**src/rtl/ex_mdu_ctrl.sv**
```systemverilog
// Sequencer for the multi-cycle EX operations: two-cycle multiply-accumulate and
// iterative DIV/DIVU with start/ready handshake, flush annul and divider watchdog.
module ex_mdu_ctrl #(
  parameter int DATA_W         = 32,
  parameter int DIV_MAX_CYCLES = 40,
  parameter int CNT_W          = 6
) (
  input  logic                  clk,
  input  logic                  rst,
  input  logic [1:0]            mc_op_i,
  input  logic                  flush_i,
  input  logic                  pipe_hold_i,
  input  logic [DATA_W-1:0]     opdata1_i,
  input  logic [DATA_W-1:0]     opdata2_i,
  input  logic [2*DATA_W-1:0]   ex_hilo_temp_i,
  output logic [2*DATA_W-1:0]   hilo_temp_o,
  output logic [1:0]            cnt_o,
  output logic                  stallreq_o,
  output logic                  div_start_o,
  output logic                  div_signed_o,
  output logic [DATA_W-1:0]     div_opdata1_o,
  output logic [DATA_W-1:0]     div_opdata2_o,
  output logic                  div_annul_o,
  input  logic [2*DATA_W-1:0]   div_result_i,
  input  logic                  div_ready_i,
  output logic [2*DATA_W-1:0]   div_result_o,
  output logic                  div_done_o,
  output logic                  div_err_o
);

  typedef enum logic [1:0] {IDLE, MAC_ACC, DIV_RUN, DONE} state_t;

  state_t           state;
  logic [CNT_W-1:0] wd_cnt;
  logic             accept;
  logic             wd_expire;

  assign accept    = (state == IDLE) && (mc_op_i != 2'b00) && !pipe_hold_i && !flush_i;
  assign wd_expire = (wd_cnt == CNT_W'(DIV_MAX_CYCLES - 1));

  // Stall is gated by reset so every output reads 0 while reset is held.
  always_comb begin
    stallreq_o = 1'b0;
    if (rst && !flush_i) begin
      case (state)
        IDLE:    stallreq_o = accept;
        DIV_RUN: stallreq_o = 1'b1;
        default: stallreq_o = 1'b0;
      endcase
    end
  end

  always_ff @(posedge clk or negedge rst) begin
    if (!rst) begin
      state         <= IDLE;
      wd_cnt        <= '0;
      hilo_temp_o   <= '0;
      cnt_o         <= 2'b00;
      div_start_o   <= 1'b0;
      div_signed_o  <= 1'b0;
      div_opdata1_o <= '0;
      div_opdata2_o <= '0;
      div_annul_o   <= 1'b0;
      div_result_o  <= '0;
      div_done_o    <= 1'b0;
      div_err_o     <= 1'b0;
    end else begin
      div_annul_o <= 1'b0;
      if (flush_i) begin
        state        <= IDLE;
        hilo_temp_o  <= '0;
        cnt_o        <= 2'b00;
        div_result_o <= '0;
        div_start_o  <= 1'b0;
        div_done_o   <= 1'b0;
        if (state == DIV_RUN) div_annul_o <= 1'b1;
      end else begin
        case (state)
          IDLE: begin
            if (accept) begin
              if (mc_op_i == 2'b01) begin
                hilo_temp_o <= ex_hilo_temp_i;
                cnt_o       <= 2'b01;
                state       <= MAC_ACC;
              end else if (opdata2_i != '0) begin
                div_opdata1_o <= opdata1_i;
                div_opdata2_o <= opdata2_i;
                div_signed_o  <= ~mc_op_i[0];
                wd_cnt        <= '0;
                div_start_o   <= 1'b1;
                state         <= DIV_RUN;
              end else begin
                // Divide by zero completes immediately without touching the divider.
                div_result_o <= '0;
                div_done_o   <= 1'b1;
                state        <= DONE;
              end
            end
          end
          MAC_ACC: begin
            if (!pipe_hold_i) begin
              hilo_temp_o <= '0;
              cnt_o       <= 2'b00;
              state       <= IDLE;
            end
          end
          DIV_RUN: begin
            if (div_ready_i) begin
              div_result_o <= div_result_i;
              div_start_o  <= 1'b0;
              div_done_o   <= 1'b1;
              state        <= DONE;
            end else if (wd_expire) begin
              div_annul_o  <= 1'b1;
              div_result_o <= '0;
              div_err_o    <= 1'b1;
              div_start_o  <= 1'b0;
              div_done_o   <= 1'b1;
              state        <= DONE;
            end else begin
              wd_cnt <= wd_cnt + 1'b1;
            end
          end
          DONE: begin
            if (!pipe_hold_i) begin
              div_done_o <= 1'b0;
              state      <= IDLE;
            end
          end
          default: state <= IDLE;
        endcase
      end
    end
  end

endmodule
```
**config.mk**
```make
export PLATFORM = sky130hd
export DESIGN_NAME = ex_mdu_ctrl
export DESIGN_NICKNAME = d
export VERILOG_FILES = /design/src/rtl/ex_mdu_ctrl.sv
export SDC_FILE = /design/constraint.sdc
export NUM_CORES = 1
export LEC_CHECK = 0
export CORE_AREA = 2 2 155 157
export CTS_CLUSTER_SIZE = 10
export DETAILED_ROUTE_END_ITERATION = 8
export DIE_AREA = 0 0 157 159
export HOLD_SLACK_MARGIN = 0.15
export PLACE_DENSITY = 0.71
export SLEW_MARGIN = 15
export SYNTH_ARGS = -nofsm -noshare
export SYNTH_HDL_FRONTEND = slang
export SYNTH_SLANG_ARGS = --single-unit
```
**constraint.sdc**
```tcl
create_clock -name clk -period 2.05 [get_ports clk]
set_input_delay 0.615 -clock clk [delete_from_list [all_inputs] [get_ports clk]]
set_output_delay 0.615 -clock clk [all_outputs]
set_load 0.1 [all_outputs]
```
==> out/metrics.cfg <==
[pwr]
ir_drop_uv=1166
powerDensity_mw_per_mm2=1002
finalPower_mw=15.75
p_leak_nw=7.276

[placement]
dp.cells=1251
port_buffers=397
place_congestion=0.7947
dp_hpwl_um=19060

[worst_setup_path]
cp_data_arrival_time_ns=1.47
required_ns=1.43
worstPathMaxFanout=3
critical_path_class=in2out
r2r_end=div_opdata2_o[1]$_DFFE_PN0P_
rr_worst_depth=8
cp-end-kind=output port
regToRegStartpoint=state[0]$_DFFE_PN0P_
r2r_slack_ns=0.05
cp-start-kind=input port

[sta]
finalWorstSetupSlack_ns=-0.03081
slew_viol_final=0
rsz0062_at_grt=true
clock_skew_ns=0.01044
finalCritPeriodShare_pct=101.5
fin_tns_setup_ns=-0.03081
slew_headroom_pct=52.82
fmax_mhz=480.6
holdWs_ns=0.2106
worst_pin_slew_ns=0.7077
setup_violations=1
hold_violations=0
period_needed_ns=2.081

[logic_synthesis]
synth_edf_count=0
syn-num-nets=721
synthArstFlopShare_pct=100.0
syn_area_mm2=0.008149
synth_top_area_share_pct=63.26
syn_avg_cell_area_um2=15.64
yosysTopAreaCell=dfrtp_1
ys_seq_area_share_pct=63.26
synth.distinct_cells=44
postSynthCellCount=521
synth_area_leaders=dfrtp_1, mux2_4, a22o_1
synth_warnings=0
synthFlopType=dfrtp_1
synth_seq_cells=206

[floorplan]
io_pins=399
start_util_pct=35.14
core_area_mm2=0.02319
fp.dieW_um=157
rows=56
die-area_mm2=0.02496
die_y_um=159

[drt]
drt-initial-drc-count=282
dr_total_vias=6456
ant_nets=0
viasPerCell=4.962
wl_per_cell_um=20.34
wirelength_um=26470
first_pass_iters=4
drc_errors=0

[clocking]
htree_num_levels=1
clock-root-buffer=clkbuf_16
clock_path_buffers=3
clk_pin_slew_ns=0.05
cts_tree=built
clkLatencyLatePin_ns=0.51
cts_inserted_buffers=25
hold_buffers=0
cts.sinks=206

[grt]
first_global_vias=7119
track_usage_pct=20.97
overflow=0
grt_antenna_before_repair=2
grt_start_max_net_pins=125
grt_first_pass_wirelength_um=41270

[cells_and_area]
syn_to_final_growth_pct=92.97
final_cells=1301
post-route-util_pct=67.80
nets=1174
fillers=1536
drive_gt1_share_pct=42.57
diodes=0

[min_path]
min_path_type=in2async

[flow_run]
cap_violations=0

[status]
failed_checks=setup timing
status=finished, violations left

[worst max path at each step]
stage	start	endpoint	slack, ns	depth (start not counted)
2_1_floorplan	opdata2_i[2]	div_opdata1_o[0]$_DFFE_PN0P_	-0.01	5
3_3_place_gp	opdata2_i[25]	div_opdata1_o[3]$_DFFE_PN0P_	-0.82	7
3_5_place_dp	opdata2_i[25]	div_opdata1_o[4]$_DFFE_PN0P_	-0.80	7
4_1_cts	state[0]$_DFFE_PN0P_	stallreq_o	-0.05	5
5_1_grt	state[0]$_DFFE_PN0P_	stallreq_o	-0.10	5
6_report	mc_op_i[1]	stallreq_o	-0.03	5
[critical path, cell delays in order]
cell,delay (ns)
clkdlybuf4s15_1,0.24
nor2_2,0.07
o21a_4,0.23
nor2_4,0.12
buf_12,0.18
[registers in the layout (all words and copies together), names as in the netlist]
signal and flops:
div_signed_o 1, div_opdata1_o 32, div_result_o 64, div_err_o 1, div_start_o 1, div_annul_o 1
div_done_o 1, state 2, cnt_o 1, hilo_temp_o 64, div_opdata2_o 32, wd_cnt 6
[synth_stat cells, types with 2 or more instances]
library cell	instances
dfrtp_1	206
a22o_1	100
mux2_4	64
a22o_2	28
buf_6	20
buf_2	14
nor4_1	8
nand2_1	7
nor2_1	7
nand3_1	6
a31oi_1	5
a21oi_1	4
o21a_1	4
o21ai_0	4
inv_1	3
nand4_1	3
nor3_1	3
and3_1	2
buf_4	2
clkbuf_1	2
nand2b_1	2
nor2b_1	2
nor3b_1	2
nor3b_2	2
o311ai_0	2
[timing repair]
action / 4_1_cts / 5_1_grt
pin swaps: 10 / 11
endpoints found under the hold margin: 0 / 0
buffers inserted: 12 / 0
cloned: 3 / 0
gates resized for setup: 52 / 20
setup endpoints to repair: 138 / 97
[cell families (layout without fill, tap and decap cells)]
kind of cell	Yosys count	count (layout)	share of synthesized area [%]
DFF	206	206	63.26
adders and majority gates	1	1	0.1535
AOI/OAI and AO/OA	158	158	17.07
muxes	65	65	11.91
buffers and inverters	41	502	4.038
other	1	1	0.04602
and+or+nand+nor	49	49	3.516
[cell usage in the layout, fill, tap and decap left out, types with 6 or more instances in the layout]
cell             instances
buf_12                 209
dfrtp_1                205
clkdlybuf4s50_1        161
a22o_1                 100
mux2_4                  64
buf_4                   47
a22o_2                  28
clkbuf_16               25
dlygate4sd2_1           21
clkdlybuf4s15_1          9
buf_6                    7
nand3_1                  6
nand2_1                  6
clkbuf_1                 6
[metrics by stage]
| stage | worst slack, ns | instance area (um^2) |
|---|---|---|
| final | -0.03081 | 15730 |
| after global routing | -0.1019 | 15730 |
| after CTS | -0.05375 | 15680 |
| after detailed placement | -0.8023 | 14790 |
| after global placement | -0.8153 | 14790 |
| after floorplan | -0.01398 | 8220 |
[area by class of cell]
cell class / instances / area, um^2 / area share (%)
Sequential cell: 206 / 5156 / 32.79
Tap cell: 319 / 399.1 / 2.538
Clock buffer: 32 / 661.9 / 4.209
Timing Repair Buffer: 464 / 6658 / 42.34
Multi-Input combinational cell: 274 / 2820 / 17.93
Inverter: 3 / 11.26 / 0.07161
Clock inverter: 3 / 18.77 / 0.1194
[power by group]
group	internal [mW]	switching, mW
clock network	2.23	1.61
logic	2.71	4.14
registers	4.53	0.540
total	9.46	6.29
[layer usage]
metal,routed length [um],track usage [%]
met3,2494,6.859
met2,13530,36.42
met4,542,5.129
met1,9889,25.06
met5,13,0
Note: power is estimated with default switching activity, not from simulation.
